==> src/rtl/fft_frame_arbiter_if.sv <==
// ---------------------------------------------------------------------------
// fft_frame_arbiter_if
// Bundles the two antenna sample streams and the FFT-side sample stream used
// by fft_frame_arbiter.
//   s0_* / s1_* : per-antenna AXIS input (tvalid, tlast, re/im data, tready)
//   m_*         : AXIS output to the FFT wrapper (adds tid = source channel)
// Modports:
//   slave  : the arbiter (consumes s0/s1, produces m)
//   master : the surrounding logic (produces s0/s1, consumes m)
// ---------------------------------------------------------------------------
interface fft_frame_arbiter_if #(
  parameter int WIDTH = 16
);
  logic             s0_axis_tvalid;
  logic             s0_axis_tlast;
  logic [WIDTH-1:0] s0_re_axis_tdata;
  logic [WIDTH-1:0] s0_im_axis_tdata;
  logic             s0_axis_tready;

  logic             s1_axis_tvalid;
  logic             s1_axis_tlast;
  logic [WIDTH-1:0] s1_re_axis_tdata;
  logic [WIDTH-1:0] s1_im_axis_tdata;
  logic             s1_axis_tready;

  logic             m_axis_tvalid;
  logic             m_axis_tlast;
  logic [WIDTH-1:0] m_re_axis_tdata;
  logic [WIDTH-1:0] m_im_axis_tdata;
  logic             m_axis_tid;
  logic             m_axis_tready;

  modport slave (
    input  s0_axis_tvalid, s0_axis_tlast, s0_re_axis_tdata, s0_im_axis_tdata,
    output s0_axis_tready,
    input  s1_axis_tvalid, s1_axis_tlast, s1_re_axis_tdata, s1_im_axis_tdata,
    output s1_axis_tready,
    output m_axis_tvalid, m_axis_tlast, m_re_axis_tdata, m_im_axis_tdata, m_axis_tid,
    input  m_axis_tready
  );

  modport master (
    output s0_axis_tvalid, s0_axis_tlast, s0_re_axis_tdata, s0_im_axis_tdata,
    input  s0_axis_tready,
    output s1_axis_tvalid, s1_axis_tlast, s1_re_axis_tdata, s1_im_axis_tdata,
    input  s1_axis_tready,
    input  m_axis_tvalid, m_axis_tlast, m_re_axis_tdata, m_im_axis_tdata, m_axis_tid,
    output m_axis_tready
  );
endinterface

==> src/rtl/fft_frame_arbiter.sv <==
// ---------------------------------------------------------------------------
// fft_frame_arbiter
// Shares one FFT wrapper between two antenna streams. Each input symbol is
// CP_LEN + FFT_LEN samples ending in tlast. One channel is granted per whole
// symbol (round-robin), the cyclic prefix is dropped and exactly FFT_LEN
// samples are forwarded with tlast on the last and tid = channel. Short
// symbols are zero-padded, long symbols are drained.
// Ports:
//   clk_in, rst_n_in : clock, asynchronous active-low reset
//   bus              : stream bundle (slave modport)
//   err_clr_in       : clears sticky error flags (a same-cycle set wins)
//   err_short_out    : sticky, a symbol ended early
//   err_long_out     : sticky, a symbol ran past CP_LEN + FFT_LEN samples
//   frame_cnt_out    : frames emitted (beats with tlast), wraps
// ---------------------------------------------------------------------------
module fft_frame_arbiter #(
  parameter int FFT_LEN = 64,
  parameter int CP_LEN  = 16,
  parameter int WIDTH   = 16
) (
  input  logic                clk_in,
  input  logic                rst_n_in,
  fft_frame_arbiter_if.slave  bus,
  input  logic                err_clr_in,
  output logic                err_short_out,
  output logic                err_long_out,
  output logic [15:0]         frame_cnt_out
);

  localparam int IW = $clog2((FFT_LEN > CP_LEN) ? FFT_LEN : CP_LEN) + 1;

  typedef enum logic [2:0] {IDLE, CP, PASS, PAD, DRAIN} state_t;

  state_t           r_state;
  logic             r_grant;
  logic             r_last_grant;
  logic [IW-1:0]    r_idx;
  logic             r_m_vld;
  logic             r_m_last;
  logic             r_m_tid;
  logic [WIDTH-1:0] r_m_re;
  logic [WIDTH-1:0] r_m_im;
  logic             r_err_short;
  logic             r_err_long;
  logic [15:0]      r_frame_cnt;

  logic             w_vld;
  logic             w_last;
  logic [WIDTH-1:0] w_re;
  logic [WIDTH-1:0] w_im;
  logic             w_out_free;
  logic             w_rdy;
  logic             w_acc;
  logic             w_idx_last;
  logic             w_cp_last;
  logic             w_set_short;
  logic             w_set_long;
  logic             w_grant_nxt;

  // Granted channel view
  assign w_vld  = r_grant ? bus.s1_axis_tvalid   : bus.s0_axis_tvalid;
  assign w_last = r_grant ? bus.s1_axis_tlast    : bus.s0_axis_tlast;
  assign w_re   = r_grant ? bus.s1_re_axis_tdata : bus.s0_re_axis_tdata;
  assign w_im   = r_grant ? bus.s1_im_axis_tdata : bus.s0_im_axis_tdata;

  // Single output register: free when empty or being taken this cycle
  assign w_out_free = !r_m_vld || bus.m_axis_tready;

  always_comb begin
    w_rdy = 1'b0;
    case (r_state)
      CP, DRAIN: w_rdy = 1'b1;
      PASS:      w_rdy = w_out_free;
      default:   w_rdy = 1'b0;
    endcase
  end

  assign w_acc      = w_rdy && w_vld;
  assign w_idx_last = (r_idx == IW'(FFT_LEN - 1));
  assign w_cp_last  = (r_idx == IW'(CP_LEN - 1));

  // Ungranted channel is never ready, so its stream just stalls upstream
  assign bus.s0_axis_tready = w_rdy && !r_grant;
  assign bus.s1_axis_tready = w_rdy &&  r_grant;

  // Both requesting: alternate away from the previous winner
  assign w_grant_nxt = (bus.s0_axis_tvalid && bus.s1_axis_tvalid) ? !r_last_grant
                                                                   : bus.s1_axis_tvalid;

  assign w_set_short = w_acc && w_last &&
                       ((r_state == CP) || ((r_state == PASS) && !w_idx_last));
  assign w_set_long  = w_acc && !w_last && (r_state == PASS) && w_idx_last;

  always_ff @(posedge clk_in or negedge rst_n_in) begin
    if (!rst_n_in) begin
      r_state      <= IDLE;
      r_grant      <= 1'b0;
      r_last_grant <= 1'b1;
      r_idx        <= '0;
      r_m_vld      <= 1'b0;
      r_m_last     <= 1'b0;
      r_m_tid      <= 1'b0;
      r_m_re       <= '0;
      r_m_im       <= '0;
      r_err_short  <= 1'b0;
      r_err_long   <= 1'b0;
      r_frame_cnt  <= '0;
    end else begin
      r_err_short <= w_set_short || (r_err_short && !err_clr_in);
      r_err_long  <= w_set_long  || (r_err_long  && !err_clr_in);

      if (r_m_vld && bus.m_axis_tready) begin
        r_m_vld <= 1'b0;  // overridden below when a new beat is loaded
        if (r_m_last) r_frame_cnt <= r_frame_cnt + 16'd1;
      end

      case (r_state)
        IDLE: begin
          if (bus.s0_axis_tvalid || bus.s1_axis_tvalid) begin
            r_grant      <= w_grant_nxt;
            r_last_grant <= w_grant_nxt;
            r_idx        <= '0;
            r_state      <= CP;
          end
        end
        CP: begin
          if (w_acc) begin
            if (w_last) begin
              r_idx   <= '0;
              r_state <= PAD;
            end else if (w_cp_last) begin
              r_idx   <= '0;
              r_state <= PASS;
            end else begin
              r_idx <= r_idx + IW'(1);
            end
          end
        end
        PASS: begin
          if (w_acc) begin
            r_m_vld  <= 1'b1;
            r_m_last <= w_idx_last;
            r_m_tid  <= r_grant;
            r_m_re   <= w_re;
            r_m_im   <= w_im;
            r_idx    <= r_idx + IW'(1);
            if (w_idx_last)  r_state <= w_last ? IDLE : DRAIN;
            else if (w_last) r_state <= PAD;
          end
        end
        PAD: begin
          if (w_out_free) begin
            r_m_vld  <= 1'b1;
            r_m_last <= w_idx_last;
            r_m_tid  <= r_grant;
            r_m_re   <= '0;
            r_m_im   <= '0;
            r_idx    <= r_idx + IW'(1);
            if (w_idx_last) r_state <= IDLE;
          end
        end
        DRAIN: begin
          if (w_acc && w_last) r_state <= IDLE;
        end
        default: r_state <= IDLE;
      endcase
    end
  end

  assign bus.m_axis_tvalid   = r_m_vld;
  assign bus.m_axis_tlast    = r_m_last;
  assign bus.m_axis_tid      = r_m_tid;
  assign bus.m_re_axis_tdata = r_m_re;
  assign bus.m_im_axis_tdata = r_m_im;
  assign err_short_out       = r_err_short;
  assign err_long_out        = r_err_long;
  assign frame_cnt_out       = r_frame_cnt;

endmodule

==> src/flat_wrapper.sv <==
// flat-port wrapper written by rule: the top's interface ports become plain ports
module fft_frame_arbiter_flat 
#(
  parameter int FFT_LEN = 64,
  parameter int CP_LEN  = 16,
  parameter int WIDTH   = 16
)
  (clk_in, rst_n_in, err_clr_in, err_short_out, err_long_out, frame_cnt_out, bus_s0_axis_tvalid, bus_s0_axis_tlast, bus_s0_re_axis_tdata, bus_s0_im_axis_tdata, bus_s0_axis_tready, bus_s1_axis_tvalid, bus_s1_axis_tlast, bus_s1_re_axis_tdata, bus_s1_im_axis_tdata, bus_s1_axis_tready, bus_m_axis_tvalid, bus_m_axis_tlast, bus_m_re_axis_tdata, bus_m_im_axis_tdata, bus_m_axis_tid, bus_m_axis_tready);
  fft_frame_arbiter_if #(.WIDTH(WIDTH)) bus_i ();
  input  logic clk_in;
  input  logic rst_n_in;
  input  logic err_clr_in;
  output logic err_short_out;
  output logic err_long_out;
  output logic [15:0] frame_cnt_out;
  input wire logic [$bits(bus_i.s0_axis_tvalid)-1:0] bus_s0_axis_tvalid;
  input wire logic [$bits(bus_i.s0_axis_tlast)-1:0] bus_s0_axis_tlast;
  input wire logic [$bits(bus_i.s0_re_axis_tdata)-1:0] bus_s0_re_axis_tdata;
  input wire logic [$bits(bus_i.s0_im_axis_tdata)-1:0] bus_s0_im_axis_tdata;
  output wire logic [$bits(bus_i.s0_axis_tready)-1:0] bus_s0_axis_tready;
  input wire logic [$bits(bus_i.s1_axis_tvalid)-1:0] bus_s1_axis_tvalid;
  input wire logic [$bits(bus_i.s1_axis_tlast)-1:0] bus_s1_axis_tlast;
  input wire logic [$bits(bus_i.s1_re_axis_tdata)-1:0] bus_s1_re_axis_tdata;
  input wire logic [$bits(bus_i.s1_im_axis_tdata)-1:0] bus_s1_im_axis_tdata;
  output wire logic [$bits(bus_i.s1_axis_tready)-1:0] bus_s1_axis_tready;
  output wire logic [$bits(bus_i.m_axis_tvalid)-1:0] bus_m_axis_tvalid;
  output wire logic [$bits(bus_i.m_axis_tlast)-1:0] bus_m_axis_tlast;
  output wire logic [$bits(bus_i.m_re_axis_tdata)-1:0] bus_m_re_axis_tdata;
  output wire logic [$bits(bus_i.m_im_axis_tdata)-1:0] bus_m_im_axis_tdata;
  output wire logic [$bits(bus_i.m_axis_tid)-1:0] bus_m_axis_tid;
  input wire logic [$bits(bus_i.m_axis_tready)-1:0] bus_m_axis_tready;
  assign bus_i.s0_axis_tvalid = bus_s0_axis_tvalid;
  assign bus_i.s0_axis_tlast = bus_s0_axis_tlast;
  assign bus_i.s0_re_axis_tdata = bus_s0_re_axis_tdata;
  assign bus_i.s0_im_axis_tdata = bus_s0_im_axis_tdata;
  assign bus_s0_axis_tready = bus_i.s0_axis_tready;
  assign bus_i.s1_axis_tvalid = bus_s1_axis_tvalid;
  assign bus_i.s1_axis_tlast = bus_s1_axis_tlast;
  assign bus_i.s1_re_axis_tdata = bus_s1_re_axis_tdata;
  assign bus_i.s1_im_axis_tdata = bus_s1_im_axis_tdata;
  assign bus_s1_axis_tready = bus_i.s1_axis_tready;
  assign bus_m_axis_tvalid = bus_i.m_axis_tvalid;
  assign bus_m_axis_tlast = bus_i.m_axis_tlast;
  assign bus_m_re_axis_tdata = bus_i.m_re_axis_tdata;
  assign bus_m_im_axis_tdata = bus_i.m_im_axis_tdata;
  assign bus_m_axis_tid = bus_i.m_axis_tid;
  assign bus_i.m_axis_tready = bus_m_axis_tready;
  fft_frame_arbiter #(.FFT_LEN(FFT_LEN), .CP_LEN(CP_LEN), .WIDTH(WIDTH)) u_core (.clk_in(clk_in), .rst_n_in(rst_n_in), .bus(bus_i), .err_clr_in(err_clr_in), .err_short_out(err_short_out), .err_long_out(err_long_out), .frame_cnt_out(frame_cnt_out));
endmodule
==> config.mk <==
export PLATFORM = sky130hd
export DESIGN_NAME = fft_frame_arbiter_flat
export DESIGN_NICKNAME = d
export VERILOG_FILES = /design/src/rtl/fft_frame_arbiter_if.sv /design/src/rtl/fft_frame_arbiter.sv /design/src/flat_wrapper.sv
export SDC_FILE = /design/constraint.sdc
export NUM_CORES = 1
export LEC_CHECK = 0
export BUFFER_PORTS_ARGS = -buffer_cell sky130_fd_sc_hd__buf_2
export CELL_PAD_IN_SITES_DETAIL_PLACEMENT = 2
export CELL_PAD_IN_SITES_GLOBAL_PLACEMENT = 2
export CORE_MARGIN = 2
export CORE_UTILIZATION = 27
export CTS_BUF_LIST = sky130_fd_sc_hd__clkbuf_8
export DETAILED_ROUTE_END_ITERATION = 8
export PLACE_DENSITY = 0.76
export SLEW_MARGIN = 20
export SYNTH_ARGS = -nofsm -noshare
export SYNTH_HDL_FRONTEND = slang
export SYNTH_SLANG_ARGS = --single-unit
export TNS_END_PERCENT = 10
==> constraint.sdc <==
create_clock -name clk_in -period 1.85 [get_ports clk_in]
set_input_delay 0.2775 -clock clk_in [delete_from_list [all_inputs] [get_ports clk_in]]
set_output_delay 0.2775 -clock clk_in [all_outputs]
set_load 0.02 [all_outputs]
---- Yosys cells after proc, flatten, opt, wreduce, memory -nomap -nowiden ----
Cells that the tools add are included.
Widths: inputs -> output; s select.
word-level totals
  register bits after elaboration ......... 65
  input bits .............................. 72
  output and inout bits ................... 55
  word-level logic and storage cells ...... 101
operators by class
  add/sub/neg operators ................... 2
  equal/unequal tests ..................... 14
  muxes and demuxes ....................... 40
  reductions and logical operators ........ 33
operators by type and width
  cell                   count
  $mux 16                5
  $pmux 16 s2            2
  $mux 7                 6
  $mux 3                 11
  $pmux 7 s4             1
  $add 16x1->16 const B  1
  $pmux 3 s5             1
  $logic_and 1x1->1      13
  $ne 2x1->1 const B     6
  $mux 1                 10
  $pmux 1 s2             4
  $reduce_and 8->1       1
  $add 7x1->7 const B    1
  $eq 7x4->1 const B     1
  $eq 7x6->1 const B     1
  $eq 3x2->1 const B     2
  $logic_not 1->1        6
  $ne 3x1->1 const B     2
  $logic_or 1x1->1       5
  $reduce_and 5->1       1
  $reduce_and 2->1       2
  $reduce_bool 4->1      1
  $eq 3x1->1 const B     1
  $eq 3x3->1 const B     1
  other kinds (4)        4

---- Depth between registers and ports, before layout ----
Gate-level depths: netlist (run 1).
  depth after elaboration ................. 8
  depth in mapped cells ................... 7
  depth with buffers taken out ............ 6

---- Worst setup path before layout (run 1) ----
No wires, ideal clock.
  path type ............................... register -> register
  start point ............................. register u_core.r_idx[0]
  end point ............................... register u_core.r_state[1]
  setup time .............................. 125 ps
  arrival ................................. 1693 ps
  data required time ...................... 1725 ps
  slack ................................... 32 ps
  stages on the path, launching flop included .. 8
  path buffers ............................ 1
  clock period less this slack ............ 1818 ps
  cell sequence ........................... dfrtp_1 ha_1 nand3_1 or3_1 clkbuf_1 a41oi_1 o211a_1 o22ai_1
between the ends
  cells in the longest elaborated chain, start to end .. 4
  elaborated cells on any way between the ends .. 9
  classes of those cells .................. eq/ne: 5; mux: 3; reduce/logical: 1
RTL lines
  item                    RTL line                  text
  from (decl)             fft_frame_arbiter.sv:37   logic [IW-1:0] r_idx;
  from (signal assigned)  fft_frame_arbiter.sv:135  r_idx <= r_idx + IW'(1);
  from (signal assigned)  fft_frame_arbiter.sv:146  r_idx <= r_idx + IW'(1);
  from (signal assigned)  fft_frame_arbiter.sv:158  r_idx <= r_idx + IW'(1);
  $eq 7x6->1              fft_frame_arbiter.sv:79   assign w_idx_last = (r_idx == IW'(FFT_LEN - 1));
  $mux 3                  fft_frame_arbiter.sv:147  if (w_idx_last) r_state <= w_last ? IDLE : DRAIN;
  $mux 3                  fft_frame_arbiter.sv:140  if (w_acc) begin
  $pmux 3 s5              fft_frame_arbiter.sv:117  case (r_state)
  to (signal assigned)    fft_frame_arbiter.sv:147
  to (decl)               fft_frame_arbiter.sv:34   state_t r_state;
Parallel ways exist; a longest one is shown, timed or not. The select of a mux whose other input is x is not followed.
A chain may end at the register's enable or synchronous reset.

---- Worst setup path in the final report (run 1) ----
  start point ............................. register u_core.r_state[0]
  end point ............................... output bus_s1_axis_tready
between the ends
  cells in the longest elaborated chain, start to end .. 4
  elaborated cells on any way between the ends .. 6
  classes of those cells .................. eq/ne: 3; mux: 1; reduce/logical: 2
RTL lines
  item                                      RTL line                 text
  $eq 3x3->1 or $eq 3x1->1 (tied branches)  fft_frame_arbiter.sv:71  case (r_state)
  $reduce_or 2->1                           fft_frame_arbiter.sv:71
  $pmux 1 s2 *                              fft_frame_arbiter.sv:71
  $logic_and 1x1->1 *                       fft_frame_arbiter.sv:84  assign bus.s1_axis_tready = w_rdy && r_grant;
  to (decl)                                 flat_wrapper.sv:25       output wire logic [$bits(bus_i.s1_axis_tready)-1:0] bus_s1_axis_tready;
Mark *: on every way between the ends. The rest lies on a longest branch, timed or not.

==> results of run 1 <==
## logic make-up (layout without fill, tap and decap cells)
group / Yosys count / in the layout / synth area share (%)
AOI/OAI and AO/OA: 71 / 71 / 13.95
xor gates and xnor gates: 15 / 15 / 4.127
adders and majority gates: 2 / 2 / 0.7860
buffers and inverters: 21 / 168 / 2.869
DFF: 65 / 65 / 51.14
muxes: 38 / 38 / 12.62
and+or+nand+nor: 101 / 101 / 14.50
## state kept, by name, summed over array words and instances, names as in the netlist, 3 cells and up
signal                      flops
u_core.r_state                  3
u_core.r_idx                    7
u_core.frame_cnt_out           16
u_core.bus.m_re_axis_tdata     16
u_core.bus.m_im_axis_tdata     16
## cells in the mapped netlist (2+ instances only)
cell	number	area [um2]
sky130_fd_sc_hd__ha_1	2	25.02
sky130_fd_sc_hd__buf_2	4	20.02
sky130_fd_sc_hd__nand2b_1	2	12.51
sky130_fd_sc_hd__nor3_1	4	20.02
sky130_fd_sc_hd__o211a_1	2	20.02
sky130_fd_sc_hd__a21o_1	4	30.03
sky130_fd_sc_hd__mux2i_1	33	330.3
sky130_fd_sc_hd__inv_1	4	15.01
sky130_fd_sc_hd__o22ai_1	3	18.77
sky130_fd_sc_hd__xnor2_1	11	96.34
sky130_fd_sc_hd__nand3_1	6	30.03
sky130_fd_sc_hd__nor2b_1	7	43.79
sky130_fd_sc_hd__nor2_1	12	45.04
sky130_fd_sc_hd__a22o_1	4	35.03
sky130_fd_sc_hd__o21bai_1	2	15.01
sky130_fd_sc_hd__and3_1	7	43.79
sky130_fd_sc_hd__dfrtp_1	64	1602
sky130_fd_sc_hd__xor2_1	4	35.03
sky130_fd_sc_hd__o211ai_1	2	15.01
sky130_fd_sc_hd__a21oi_1	5	25.02
sky130_fd_sc_hd__o21ai_1	3	15.01
sky130_fd_sc_hd__clkbuf_1	10	37.54
sky130_fd_sc_hd__mux2_2	3	33.78
sky130_fd_sc_hd__o21ai_0	38	190.2
sky130_fd_sc_hd__buf_4	2	15.01
sky130_fd_sc_hd__nand4_1	4	25.02
sky130_fd_sc_hd__nand2_1	53	198.9
sky130_fd_sc_hd__or3_1	3	18.77
## power groups by stage
stage / Combinational (mW) / Clock, mW / Sequential [mW]
final: 2.70 / 1.40 / 2.00
after global placement: 2.43 / 0 / 1.99
after detailed placement: 2.52 / 0 / 2.03
after global routing: 2.95 / 1.52 / 2.04
after CTS: 2.59 / 1.45 / 2.01
after floorplan: 1.35 / 0 / 2.29
## through the flow
step           instances  setup slack [ns]  cell area (um2)  TNS [ns]
2_1_floorplan        313           0.03235             3183         0
3_3_place_gp         581           0.08122             4063         0
3_5_place_dp         581          -0.03528             4063  -0.03528
4_1_cts              598          -0.02704             4344  -0.04617
5_1_grt              603          -0.07914             4420   -0.2569
6_report             603           0.03349             4420         0
## per-layer routing
metal  vias up  routed length (um)
li1       1377                   -
met1      1416                4196
met2        86                5113
met3        10                 500
met4         0                 106
met5         -                   0
## cell usage in the layout (no fill, tap or decap), types with 3 or more instances in the layout
cell type and instances:
sky130_fd_sc_hd__mux2_2 3, sky130_fd_sc_hd__buf_4 17, sky130_fd_sc_hd__nand3_1 6, sky130_fd_sc_hd__xnor2_1 11
sky130_fd_sc_hd__clkbuf_8 11, sky130_fd_sc_hd__a21o_1 4, sky130_fd_sc_hd__nor3_1 3, sky130_fd_sc_hd__and3_1 7
sky130_fd_sc_hd__a22o_1 4, sky130_fd_sc_hd__mux2i_1 32, sky130_fd_sc_hd__nand2_1 53, sky130_fd_sc_hd__o21ai_0 37
sky130_fd_sc_hd__a21oi_1 5, sky130_fd_sc_hd__o21ai_1 4, sky130_fd_sc_hd__buf_6 3, sky130_fd_sc_hd__dfrtp_1 62
sky130_fd_sc_hd__o22ai_1 3, sky130_fd_sc_hd__buf_2 124, sky130_fd_sc_hd__xor2_1 4, sky130_fd_sc_hd__nor2b_1 5
sky130_fd_sc_hd__inv_1 3, sky130_fd_sc_hd__nand4_1 4, sky130_fd_sc_hd__nor2_1 11
## how the worst max path moves through the flow
stage | end | cells past startpoint
3_5_place_dp | u_core.r_state[1]$_DFFE_PN0P_ | 6
3_3_place_gp | u_core.bus.m_axis_tid$_DFFE_PN0P_ | 4
5_1_grt | bus_s1_axis_tready | 6
2_1_floorplan | u_core.r_state[1]$_DFFE_PN0P_ | 7
4_1_cts | bus_s1_axis_tready | 5
6_report | bus_s1_axis_tready | 4
## layout make-up
| cell class | count | area share [%] |
|---|---|---|
| inverters | 4 | 0.3963 |
| well taps | 143 | 4.048 |
| clock buffers | 11 | 3.425 |
| clock inverters | 5 | 1.755 |
| repair buffers | 148 | 18.94 |
| flip-flops and latches | 65 | 36.88 |
| multi-input cells | 227 | 34.56 |
## timing repair
item / CTS / global route
setup buffers: 0 / 5
pin swaps: 2 / 4
hold buffers: 1 / 0
gates resized for setup: 11 / 10
hold endpoints to repair: 64 / 0
cloned: 0 / 0
endpoints found under the setup margin: 3 / 10
==> results.rst, run 1 <==
.. list-table::
   :header-rows: 1

   * - Metric
     - Value
   * - Remaining max-slew budget at the tightest pin
     - 72.10%
   * - Core region area
     - around 11000 um2
   * - FF/Latch Area
     - between 1500 and 2000 um2
   * - Utilization after layout
     - 38.55%
   * - Portion of the post-synthesis area used by sequential elements
     - a little over 50%
   * - End of the worst register-to-register path
     - u_core.r_state[1]$_DFFE_PN0P_
   * - Cell count of the worst reg-to-reg path
     - 7
   * - Multi-input gate area in the final layout
     - ~1500 um2
   * - Data arrival, critical path
     - 1.54 ns
   * - Fraction of final layout cells sized beyond drive strength 1
     - 40.22%
   * - Count of fill cells added during filler insertion
     - ~1300
   * - Post-Syn Area
     - 3183 um2
   * - Number of levels in the clock H-tree
     - 3
   * - Count of maximum capacitance violations
     - 0
   * - Share of async-settable or async-resettable flops after synthesis
     - between 90% and 100%
   * - Proportion of power drawn by flip-flops and latches
     - approximately a third
   * - Final layout net count
     - between 500 and 600
   * - Critical setup path kind
     - register to output pin
   * - Initial core utilization
     - between 20% and 30%
   * - Beginning of the worst register-to-register path
     - u_core.r_grant$_DFFE_PN0P_
   * - Overall fraction of global-route tracks in use
     - approximately 16%
   * - Skew final
     - between 0.01 and 0.015 ns
   * - Layout overhead on the synthesized area
     - 38.88%
   * - Time the worst path needs with I/O delays and setup
     - approximately 1.8 ns
   * - Insertion delay to the later sink of the worst-skew pair
     - around 0.33 ns
   * - Cell Int Power
     - between 3 and 4 mW
   * - Final global-route overflow total
     - 0
   * - Timing startpoint of the critical path
     - u_core.r_state[0]$_DFFE_PN0P_
   * - Overall via count from detail_route
     - 2889
   * - Routing usage on met3
     - around 3.6%
   * - Number of max-slew violations in the final report
     - 0
   * - Worst vdd ir
     - about 0.95 mV
   * - Maximum number of pins on one net before global-route repair
     - 66
   * - Worst min path class
     - input port to register
   * - Worst hold margin
     - 0.1462 ns
   * - Clock share of power
     - between 20 and 25%
   * - Number of synthesized register bits
     - 65
   * - Total power draw
     - approximately 6.1 mW
   * - Net Switching
     - between 2 and 2.5 mW
   * - Busiest grt layer
     - met2
   * - Initial antenna violation count
     - 0
   * - Syn. warnings
     - 0
   * - Number of violations reported at the end of detailed-routing iteration 0
     - 56
   * - Clock buffers created by TritonCTS
     - 9
   * - Number of stages on the worst hold path
     - 2
   * - Final hold viol count
     - 0
   * - Setup repair after global routing missed its margin
     - true
   * - Avg WL per Cell
     - 16.44 um
   * - Number of remaining DRC errors
     - 0
   * - Post-synth cell types
     - 43
   * - Synth Flop Type
     - sky130_fd_sc_hd__dfrtp_1
   * - Post-detailed-routing wire length
     - between 9 and 10 mm
   * - Root buffer cell
     - sky130_fd_sc_hd__clkbuf_8
   * - Die width
     - between 100 and 150 um
   * - Syn_nets
     - between 300 and 400
   * - Fraction of power spent switching nets
     - 39.04%
   * - Max Buffers Root-to-Sink
     - 2
   * - Via/cell ratio
     - 4.791
   * - TritonCTS clock tree
     - yes
   * - Mean cell area of the mapped netlist
     - roughly 10 um2
   * - Die height
     - 112.6 um
   * - Gpl congestion
     - ~0.85
   * - Number of global-route vias before repair
     - between 3000 and 4000
   * - Type of destination of the critical path
     - output pin
   * - Clock slew seen by the registers of the worst setup and hold paths
     - about 0.080 ns
   * - Worst reg2reg setup slack
     - roughly 0.04 ns
   * - Result of the run
     - completed
   * - Worst path cell trace
     - nor2b_2, o31ai_4, nor2b_1, buf_4
   * - Detailed-routing iteration count for the pre-antenna-repair pass
     - 4
   * - Peak per-stage delay on the critical path
     - roughly 0.47 ns
   * - Destination of the worst hold path
     - u_core.err_short_out$_DFF_PN0_
   * - Worst Hold Launch
     - err_clr_in
   * - Met2 Track Usage GR
     - about 28%
   * - CP top delay family
     - flip-flops
   * - CP Data Required Time
     - approximately 1.6 ns
   * - Global-route wire length before repair
     - roughly 16 mm
   * - Slowest stage cell on the critical path
     - sky130_fd_sc_hd__dfrtp_2
   * - Gate count of the mapped netlist
     - 313
   * - Number of rows in the core area
     - 39
   * - Least-Margin Pin Slew
     - ~0.42 ns
   * - Highest achievable clock rate
     - roughly 550 MHz
   * - Launching element type of the critical path
     - register
   * - Fraction of met1 tracks used by global routing
     - between 20 and 25%
   * - Number of buffer and inverter instances along the worst setup path
     - 1
   * - Part of the total power dissipated in combinational logic
     - around 44%
   * - Pleak
     - approximately 2.3 nW
   * - Die Area
     - about 13000 um2
   * - Count of input and output buffers
     - about 130
   * - Maximum net fanout on the critical path
     - 6
   * - Sinks on the clock net
     - 65
   * - HPWL Detailed
     - about 7.5 mm
   * - Antenna diode count
     - 0
   * - Period utilization
     - about 100%
   * - I/O pin cnt
     - approximately 130
   * - Power density normalized to cell area
     - between 1000 and 1500 nW/um2
   * - Remaining number of nets flagged by the antenna check after routing
     - 0
   * - Number of enable-type register cells in the synthesized netlist
     - 0
   * - Number of setup violations in the final report
     - 0
No activity file was read; power rests on OpenSTA's default activity.
==> inputs of run 2 (changes only) <==
CORE_UTILIZATION = 29   (was 27)
PLACE_DENSITY = 0.78   (was 0.76)
clock period = 2 ns   (was 1.85 ns; I/O delays follow)
==> results.rst, run 2 (synthesized netlist as in run 1, its figures left out) <==
.. list-table::
   :header-rows: 1

   * - Metric
     - Value
   * - CP Data Required Time
     - 1.70 ns (was 1.57 ns)
   * - Cell count of the worst reg-to-reg path
     - 4 (was 7)
   * - Detailed-routing iteration count for the pre-antenna-repair pass
     - 3 (was 4)
   * - Highest achievable clock rate
     - around 530 MHz
   * - Worst min path class
     - input port to register (unchanged)
   * - Final TNS setup
     - 0 ns (unchanged)
   * - Count of maximum capacitance violations
     - 0 (unchanged)
   * - Skew final
     - 0.008764 ns (was 0.01256 ns)
   * - Insertion delay to the later sink of the worst-skew pair
     - 0.34 ns (was 0.33 ns)
   * - Post-detailed-routing wire length
     - 9.917 mm (was 9.916 mm)
   * - Root buffer cell
     - sky130_fd_sc_hd__clkbuf_8 (unchanged)
   * - Remaining max-slew budget at the tightest pin
     - 64.71% (was 72.10%)
   * - Number of stages on the worst hold path
     - 2 (unchanged)
   * - Commonest non-fill, non-tap cell in the layout
     - sky130_fd_sc_hd__buf_2 (unchanged)
   * - DP Area
     - 4044 um2 (was 4063 um2)
   * - Slowest stage cell on the critical path
     - sky130_fd_sc_hd__dfrtp_2 (unchanged)
   * - Via/cell ratio
     - 4.830 (was 4.791)
   * - Fraction of final layout cells sized beyond drive strength 1
     - 37.97% (was 40.22%)
   * - Most frequent cells in the layout
     - sky130_fd_sc_hd__buf_2, sky130_fd_sc_hd__dfrtp_1, sky130_fd_sc_hd__nand2_1 (unchanged)
   * - Clock slew seen by the registers of the worst setup and hold paths
     - 0.07 ns (was 0.08 ns)
   * - Number of violations reported at the end of detailed-routing iteration 0
     - 86 (was 56)
   * - End of the worst register-to-register path
     - u_core.bus.m_axis_tid$_DFFE_PN0P_ (was u_core.r_state[1]$_DFFE_PN0P_)
   * - Worst reg2reg setup slack
     - 0.14 ns (was 0.04 ns)
   * - Overall via count from detail_route
     - 2864 (was 2889)
   * - Worst Hold Launch
     - err_clr_in (unchanged)
   * - Pleak
     - 2.266 nW (was 2.327 nW)
   * - Final worst setup slack
     - 0.09716 ns (was 0.03349 ns)
   * - Type of destination of the critical path
     - output pin (unchanged)
   * - Setup repair after global routing missed its margin
     - false (was true)
   * - Critical setup path kind
     - register to output pin (unchanged)
   * - Number of remaining DRC errors
     - 0 (unchanged)
   * - Final global-route overflow total
     - 0 (unchanged)
   * - Number of levels in the clock H-tree
     - 3 (unchanged)
   * - Peak per-stage delay on the critical path
     - 0.45 ns (was 0.47 ns)
   * - Die width
     - 108.8 um (was 112.6 um)
   * - Clock buffers created by TritonCTS
     - 9 (unchanged)
   * - Count of fill cells added during filler insertion
     - 1195 (was 1295)
   * - Maximum number of pins on one net before global-route repair
     - 36 (was 66)
   * - Overall fraction of global-route tracks in use
     - 18.03% (was 16.06%)
   * - Destination of the worst hold path
     - u_core.err_short_out$_DFF_PN0_ (unchanged)
   * - Die height
     - 108.8 um (was 112.6 um)
   * - Data arrival, critical path
     - 1.60 ns (was 1.54 ns)
   * - Number of rows in the core area
     - 38 (was 39)
   * - Core region area
     - 10790 um2 (was 11470 um2)
   * - Post-placement setup slack
     - 0.1254 ns (was -0.03528 ns)
   * - Worst vdd ir
     - 0.4405 mV (was 0.9471 mV)
   * - Number of max-slew violations in the final report
     - 0 (unchanged)
   * - Number of setup violations in the final report
     - 0 (unchanged)
   * - Launching element type of the critical path
     - register (unchanged)
   * - Worst path cell trace
     - inv_1, nor3_4, o31ai_2, nor2b_1, buf_2 (was nor2b_2, o31ai_4, nor2b_1, buf_4)
   * - Layout overhead on the synthesized area
     - 34.00% (was 38.88%)
   * - Period utilization
     - between 90 and 100%
   * - Time the worst path needs with I/O delays and setup
     - approximately 1.9 ns
   * - Max Buffers Root-to-Sink
     - 2 (unchanged)
   * - Count of input and output buffers
     - 126 (unchanged)
   * - Least-Margin Pin Slew
     - 0.5293 ns (was 0.4185 ns)
   * - Beginning of the worst register-to-register path
     - u_core.r_grant$_DFFE_PN0P_ (unchanged)
   * - Antenna diode count
     - 0 (unchanged)
   * - I/O pin cnt
     - 127 (unchanged)
   * - HPWL Detailed
     - 7.632 mm (was 7.456 mm)
   * - Die Area
     - 11830 um2 (was 12670 um2)
   * - Initial core utilization
     - 29.49% (was 27.76%)
   * - TritonCTS clock tree
     - yes (unchanged)
   * - Sinks on the clock net
     - 65 (unchanged)
   * - Maximum net fanout on the critical path
     - 7 (was 6)
   * - Avg WL per Cell
     - 16.72 um (was 16.44 um)
   * - Final hold viol count
     - 0 (unchanged)
   * - Post-route cell area
     - 4265 um2 (was 4420 um2)
   * - Initial antenna violation count
     - 0 (unchanged)
   * - Final layout net count
     - 522 (was 529)
   * - Global-route wire length before repair
     - 16.30 mm (was 16.33 mm)
   * - Gpl congestion
     - 0.8294 (was 0.8492)
   * - Power density normalized to cell area
     - 1212 nW/um2 (was 1378 nW/um2)
   * - Remaining number of nets flagged by the antenna check after routing
     - 0 (unchanged)
   * - Number of global-route vias before repair
     - 3226 (was 3214)
   * - Utilization after layout
     - 39.52% (was 38.55%)
   * - Result of the run
     - completed (unchanged)
[run 2: area by class of cell]
class	instances	area [um2]	area share, %
Clock buffer	11	151.4	3.549
Clock inverter	5	22.52	0.5280
Inverter	4	15.01	0.3520
Multi-Input combinational cell	227	1499	35.14
Sequential cell	65	1632	38.25
Tap cell	140	175.2	4.107
Timing Repair Buffer	141	770.7	18.07
[run 2: what timing repair did]
action / 4_1_cts / 5_1_grt
buffers inserted: 0 / 0
gates resized for setup: 3 / 6
pin swaps: 0 / 0
hold endpoints to repair: 12 / 0
endpoints found under the setup margin: 2 / 5
hold buffers: 1 / 0
[run 2: worst max-delay path: cells and delay by family, from the launching register on]
family | cells | cell delay, ns
DFF | 1 | 0.45
buffers and inverters | 2 | 0.35
AOI/OAI and AO/OA | 1 | 0.30
and+or+nand+nor | 2 | 0.16
[run 2: report_power, final]
part | switching, mW | internal, mW | leakage [nW] | total (mW)
Sequential | 0.233 | 1.64 | 0.877 | 1.87
Combinational | 1.38 | 0.919 | 1.29 | 2.30
Clock | 0.501 | 0.502 | 0.101 | 1.00
Total | 2.11 | 3.06 | 2.27 | 5.17
[run 2: worst max-delay path by stage]
stage	from	to	slack, ns	cells after the start
after floorplan	u_core.r_idx[0]$_DFFE_PN0P_	u_core.r_state[1]$_DFFE_PN0P_	0.18	7
after detailed placement	u_core.r_grant$_DFFE_PN0P_	u_core.r_idx[5]$_DFFE_PN0P_	0.13	7
after global routing	u_core.r_state[1]$_DFFE_PN0P_	bus_s1_axis_tready	0.009	5
after CTS	u_core.bus.m_axis_tvalid$_DFF_PN0_	bus_s1_axis_tready	0.02	5
final	u_core.r_state[1]$_DFFE_PN0P_	bus_s1_axis_tready	0.1	5
after global placement	u_core.r_grant$_DFFE_PN0P_	u_core.bus.m_axis_tid$_DFFE_PN0P_	0.20	4
[run 2: per-stage QoR]
stage	hold slack (ns)	total power, mW	std cells
2_1_floorplan	0.004409	3.364	313
6_report	0.1667	5.171	593
3_3_place_gp	0.2364	4.071	576
4_1_cts	0.1481	5.232	593
3_5_place_dp	0.2404	4.173	576
5_1_grt	0.1591	5.549	593
[run 2: per-layer routing]
metal / global-route usage (%) / part of all wire [%]
met5: 0 / 0
met4: 7.234 / 1.8
met3: 2.750 / 3.4
met2: 33.93 / 55
met1: 20.19 / 40
==> inputs of run 3 (changes only) <==
ABC_AREA = 1   (was unset)
CORE_UTILIZATION = 28   (was 29)
==> results.rst, run 3 <==
.. list-table::
   :header-rows: 1

   * - Metric
     - Value
   * - Post-Syn Area
     - 3349 um2 (was 3183 um2)
   * - Gate count of the mapped netlist
     - 397 (was 313)
   * - Cell count of the worst reg-to-reg path
     - 10 (was 4)
   * - Overall via count from detail_route
     - 3199 (was 2864)
   * - Worst reg2reg setup slack
     - 0.15 ns (was 0.14 ns)
   * - Remaining max-slew budget at the tightest pin
     - 65.05% (was 64.71%)
   * - Final worst setup slack
     - 0.1149 ns (was 0.09716 ns)
   * - Remaining number of nets flagged by the antenna check after routing
     - 0 (unchanged)
   * - Final hold viol count
     - 0 (unchanged)
   * - Max Buffers Root-to-Sink
     - 2 (unchanged)
   * - Pleak
     - 2.348 nW (was 2.266 nW)
   * - Number of enable-type register cells in the synthesized netlist
     - 0 (unchanged)
   * - Number of rows in the core area
     - 39 (was 38)
   * - Overall fraction of global-route tracks in use
     - 17.63% (was 18.03%)
   * - HPWL Detailed
     - 8.515 mm (was 7.632 mm)
   * - Critical setup path kind
     - register to output pin (unchanged)
   * - Most frequent cell after synthesis
     - sky130_fd_sc_hd__nand2_1 (was sky130_fd_sc_hd__dfrtp_1)
   * - Antenna diode count
     - 0 (unchanged)
   * - Launching element type of the critical path
     - register (unchanged)
   * - Post-detailed-routing wire length
     - 11.12 mm (was 9.917 mm)
   * - Number of global-route vias before repair
     - 3479 (was 3226)
   * - Worst Hold Launch
     - err_clr_in (unchanged)
   * - Clock slew seen by the registers of the worst setup and hold paths
     - 0.08 ns (was 0.07 ns)
   * - Final layout net count
     - 602 (was 522)
   * - Most frequent cells in the layout
     - sky130_fd_sc_hd__buf_2, sky130_fd_sc_hd__nand2_1, sky130_fd_sc_hd__dfrtp_1 (was sky130_fd_sc_hd__buf_2, sky130_fd_sc_hd__dfrtp_1, sky130_fd_sc_hd__nand2_1)
   * - Clock share of power
     - 18.7% (was 19.4%)
   * - Number of violations reported at the end of detailed-routing iteration 0
     - 112 (was 86)
   * - Number of setup violations in the final report
     - 0 (unchanged)
   * - Proportion of power drawn by flip-flops and latches
     - 33.6% (was 36.2%)
   * - Post-synthesis share of cell area spent on and, or, nand and nor gates
     - 26.30% (was 14.50%)
   * - Count of maximum capacitance violations
     - 0 (unchanged)
   * - Dominant combinational cell family by area after synthesis
     - simple AND/OR/NAND/NOR gates (unchanged)
   * - Highest achievable clock rate
     - 530.5 MHz (was 525.5 MHz)
   * - Synth Flop Type
     - sky130_fd_sc_hd__dfrtp_1 (unchanged)
   * - I/O pin cnt
     - 127 (unchanged)
   * - Synthesized-area fraction occupied by ao, oa, aoi and oai cells
     - 13.78% (was 13.95%)
   * - Commonest non-fill, non-tap cell in the layout
     - sky130_fd_sc_hd__buf_2 (unchanged)
   * - Clock buffers created by TritonCTS
     - 9 (unchanged)
   * - Root buffer cell
     - sky130_fd_sc_hd__clkbuf_8 (unchanged)
   * - Skew final
     - 0.01372 ns (was 0.008764 ns)
   * - Via/cell ratio
     - 4.739 (was 4.830)
   * - Share of synthesized cell area in full adder, half adder and majority cells
     - 0.7471% (was 0.7862%)
   * - Initial core utilization
     - 28.96% (was 29.49%)
   * - Synth top cells by count
     - sky130_fd_sc_hd__nand2_1, sky130_fd_sc_hd__dfrtp_1, sky130_fd_sc_hd__o21ai_0 (was sky130_fd_sc_hd__dfrtp_1, sky130_fd_sc_hd__nand2_1, sky130_fd_sc_hd__o21ai_0)
   * - Fraction of final layout cells sized beyond drive strength 1
     - 40.79% (was 37.97%)
   * - Beginning of the worst register-to-register path
     - u_core.r_state[2]$_DFFE_PN0P_ (was u_core.r_grant$_DFFE_PN0P_)
   * - Share of synthesized area spent on multiplexers
     - 0.3362% (was 12.62%)
   * - Fraction of post-synthesis cell area in the top cell type by area
     - 47.81% (was 50.31%)
   * - Die width
     - 113.4 um (was 108.8 um)
   * - Area leader, netlist
     - sky130_fd_sc_hd__dfrtp_1 (unchanged)
   * - Fraction of power spent switching nets
     - 45.84% (was 40.83%)
   * - Worst path cell trace
     - inv_2, nand2_4, nor2_4, nand2_1, nand2_2, inv_1, nor2_1, buf_4 (was inv_1, nor3_4, o31ai_2, nor2b_1, buf_2)
   * - Net Switching
     - 2.703 mW (was 2.111 mW)
   * - Post-placement setup slack
     - 0.04630 ns (was 0.1254 ns)
   * - DP Cell Count
     - 657 (was 576)
   * - Type of destination of the critical path
     - output pin (unchanged)
   * - Die Area
     - 12850 um2 (was 11830 um2)
   * - Share of async-settable or async-resettable flops after synthesis
     - 100.0% (unchanged)
   * - Number of max-slew violations in the final report
     - 0 (unchanged)
   * - Total power draw
     - 5.896 mW (was 5.171 mW)
   * - Count of input and output buffers
     - 126 (unchanged)
   * - Insertion delay to the later sink of the worst-skew pair
     - 0.34 ns (about the same)
   * - Least-Margin Pin Slew
     - 0.5242 ns (was 0.5293 ns)
   * - Final global-route overflow total
     - 0 (unchanged)
   * - Syn_nets
     - 471 (was 387)
   * - Portion of the post-synthesis area used by sequential elements
     - 48.60% (was 51.14%)
   * - Layout overhead on the synthesized area
     - 30.18% (was 34.00%)
   * - Period utilization
     - 94.26% (was 95.14%)
   * - Cell Int Power
     - 3.193 mW (was 3.060 mW)
   * - Maximum net fanout on the critical path
     - 6 (was 7)
   * - Largest cells by area after synthesis
     - sky130_fd_sc_hd__dfrtp_1, sky130_fd_sc_hd__nand2_1, sky130_fd_sc_hd__o21ai_0 (was sky130_fd_sc_hd__dfrtp_1, sky130_fd_sc_hd__mux2i_1, sky130_fd_sc_hd__nand2_1)
   * - Part of the total power dissipated in combinational logic
     - 47.7% (was 44.4%)
   * - Number of stages on the worst hold path
     - 2 (unchanged)
   * - Data arrival, critical path
     - 1.59 ns (was 1.60 ns)
   * - Number of remaining DRC errors
     - 0 (unchanged)
   * - Worst vdd ir
     - 0.4684 mV (was 0.4405 mV)
   * - Global-route wire length before repair
     - 17.77 mm (was 16.30 mm)
   * - End of the worst register-to-register path
     - u_core.bus.m_re_axis_tdata[9]$_DFFE_PN0P_ (was u_core.bus.m_axis_tid$_DFFE_PN0P_)
   * - TritonCTS clock tree
     - yes (unchanged)
   * - Avg WL per Cell
     - 16.48 um (was 16.72 um)
   * - Number of synthesized register bits
     - 65 (unchanged)
   * - Mean cell area of the mapped netlist
     - 8.437 um2 (was 10.17 um2)
   * - Peak per-stage delay on the critical path
     - 0.41 ns (was 0.45 ns)
   * - CP Data Required Time
     - 1.70 ns (about the same)
   * - Gpl congestion
     - 0.7704 (was 0.8294)
   * - Power density normalized to cell area
     - 1352 nW/um2 (was 1212 nW/um2)
   * - Number of levels in the clock H-tree
     - 3 (unchanged)
   * - Detailed-routing iteration count for the pre-antenna-repair pass
     - 4 (was 3)
   * - Result of the run
     - completed (unchanged)
   * - Slowest stage cell on the critical path
     - sky130_fd_sc_hd__dfrtp_1 (was sky130_fd_sc_hd__dfrtp_2)
   * - Sinks on the clock net
     - 65 (unchanged)
   * - Maximum number of pins on one net before global-route repair
     - 46 (was 36)
   * - Synthesized-area fraction occupied by xor and xnor cells
     - 3.922% (was 4.127%)
   * - Syn. warnings
     - 0 (unchanged)
   * - Core region area
     - 11560 um2 (was 10790 um2)
   * - Post-synth cell types
     - 31 (was 43)
   * - Destination of the worst hold path
     - u_core.err_short_out$_DFF_PN0_ (unchanged)
   * - Setup repair after global routing missed its margin
     - true (was false)
   * - Worst min path class
     - input port to register (unchanged)
   * - Non-Filler Instances
     - 675 (was 593)
   * - Die height
     - 113.4 um (was 108.8 um)
   * - Time the worst path needs with I/O delays and setup
     - 1.885 ns (was 1.903 ns)
   * - Initial antenna violation count
     - 0 (unchanged)
run 3: changes by cell type in the layout (fill, tap and decap cells not counted), moves of 11 or more:
cell	previous run	this run
sky130_fd_sc_hd__inv_1	6	29
sky130_fd_sc_hd__mux2i_1	32	0
sky130_fd_sc_hd__nand2_2	0	11
sky130_fd_sc_hd__o21ai_1	3	32
sky130_fd_sc_hd__or2_2	1	32
sky130_fd_sc_hd__nand2_1	53	82
run 3: logic make-up after synthesis:
kind of cell    Yosys count
flops                    65
compound gates           86
simple gates            179
fa+ha+maj                 2
buf+inv                  49
mux                       1
xor+xnor                 15
run 3: area by class of cell:
cell class                 count  area, um2
fill                        1350       7204
sequential                    65       1629
multi-input combinational    283       1518
timing repair buffer         133      715.7
tap                          143      178.9
inverter                      36      135.1
clock buffer                   9      123.9
clock inverter                 6      60.06
run 3: stage by stage:
stage | TNS, ns | hold slack, ns | instance area (um2) | utilization (%)
floorplan | 0 | 0.004409 | 3349 | -
global placement | 0 | 0.3013 | 4138 | 35.78
detailed placement | 0 | 0.3117 | 4138 | 35.78
CTS | 0 | 0.1170 | 4332 | 37.46
global route | -0.02709 | 0.1342 | 4360 | 37.70
finish | 0 | 0.1358 | 4360 | 37.70
run 3: worst max-delay path, delay by kind of cell (launching register included):
| kind | cells | cell delay [ns] |
|---|---|---|
| buf+inv | 3 | 0.33 |
| flops | 1 | 0.41 |
| simple gates | 5 | 0.51 |
run 3: power groups by stage:
stage | Sequential, mW | Clock [mW] | Combinational [mW]
final | 1.98 | 1.10 | 2.81
after global routing | 2.03 | 1.20 | 3.13
after CTS | 1.98 | 1.15 | 2.83
after detailed placement | 2.00 | 0 | 2.81
after global placement | 1.97 | 0 | 2.70
after floorplan | 2.35 | 0 | 1.50
run 3: per-layer routing:
metal  part of all wire (%)  GRT usage, %  up-vias  wire [um]
met5                      0             0        -          0
met4                    1.8         6.748        0        204
met3                    4.1         3.773       14        461
met2                     53         31.30       71       5883
met1                     41         20.90     1572       4575
li1                       -             -     1542          -
run 3: worst max path at each step:
| stage | startpoint | endpoint | cells past startpoint |
|---|---|---|---|
| 2_1_floorplan | u_core.frame_cnt_out[0]$_DFFE_PN0P_ | u_core.frame_cnt_out[14]$_DFFE_PN0P_ | 8 |
| 3_3_place_gp | u_core.r_idx[0]$_DFFE_PN0P_ | u_core.r_state[0]$_DFFE_PN0P_ | 10 |
| 3_5_place_dp | u_core.r_idx[0]$_DFFE_PN0P_ | u_core.r_state[0]$_DFFE_PN0P_ | 10 |
| 4_1_cts | u_core.r_idx[0]$_DFFE_PN0P_ | u_core.r_state[1]$_DFFE_PN0P_ | 10 |
| 5_1_grt | u_core.r_state[2]$_DFFE_PN0P_ | bus_s1_axis_tready | 8 |
| 6_report | u_core.r_state[2]$_DFFE_PN0P_ | bus_s0_axis_tready | 8 |
run 3: timing repair:
item	4_1_cts	5_1_grt
resized for setup	0	5
hold buffers	1	0
setup endpoints to repair	0	6
setup buffers	0	2
endpoints found under the hold margin	20	0
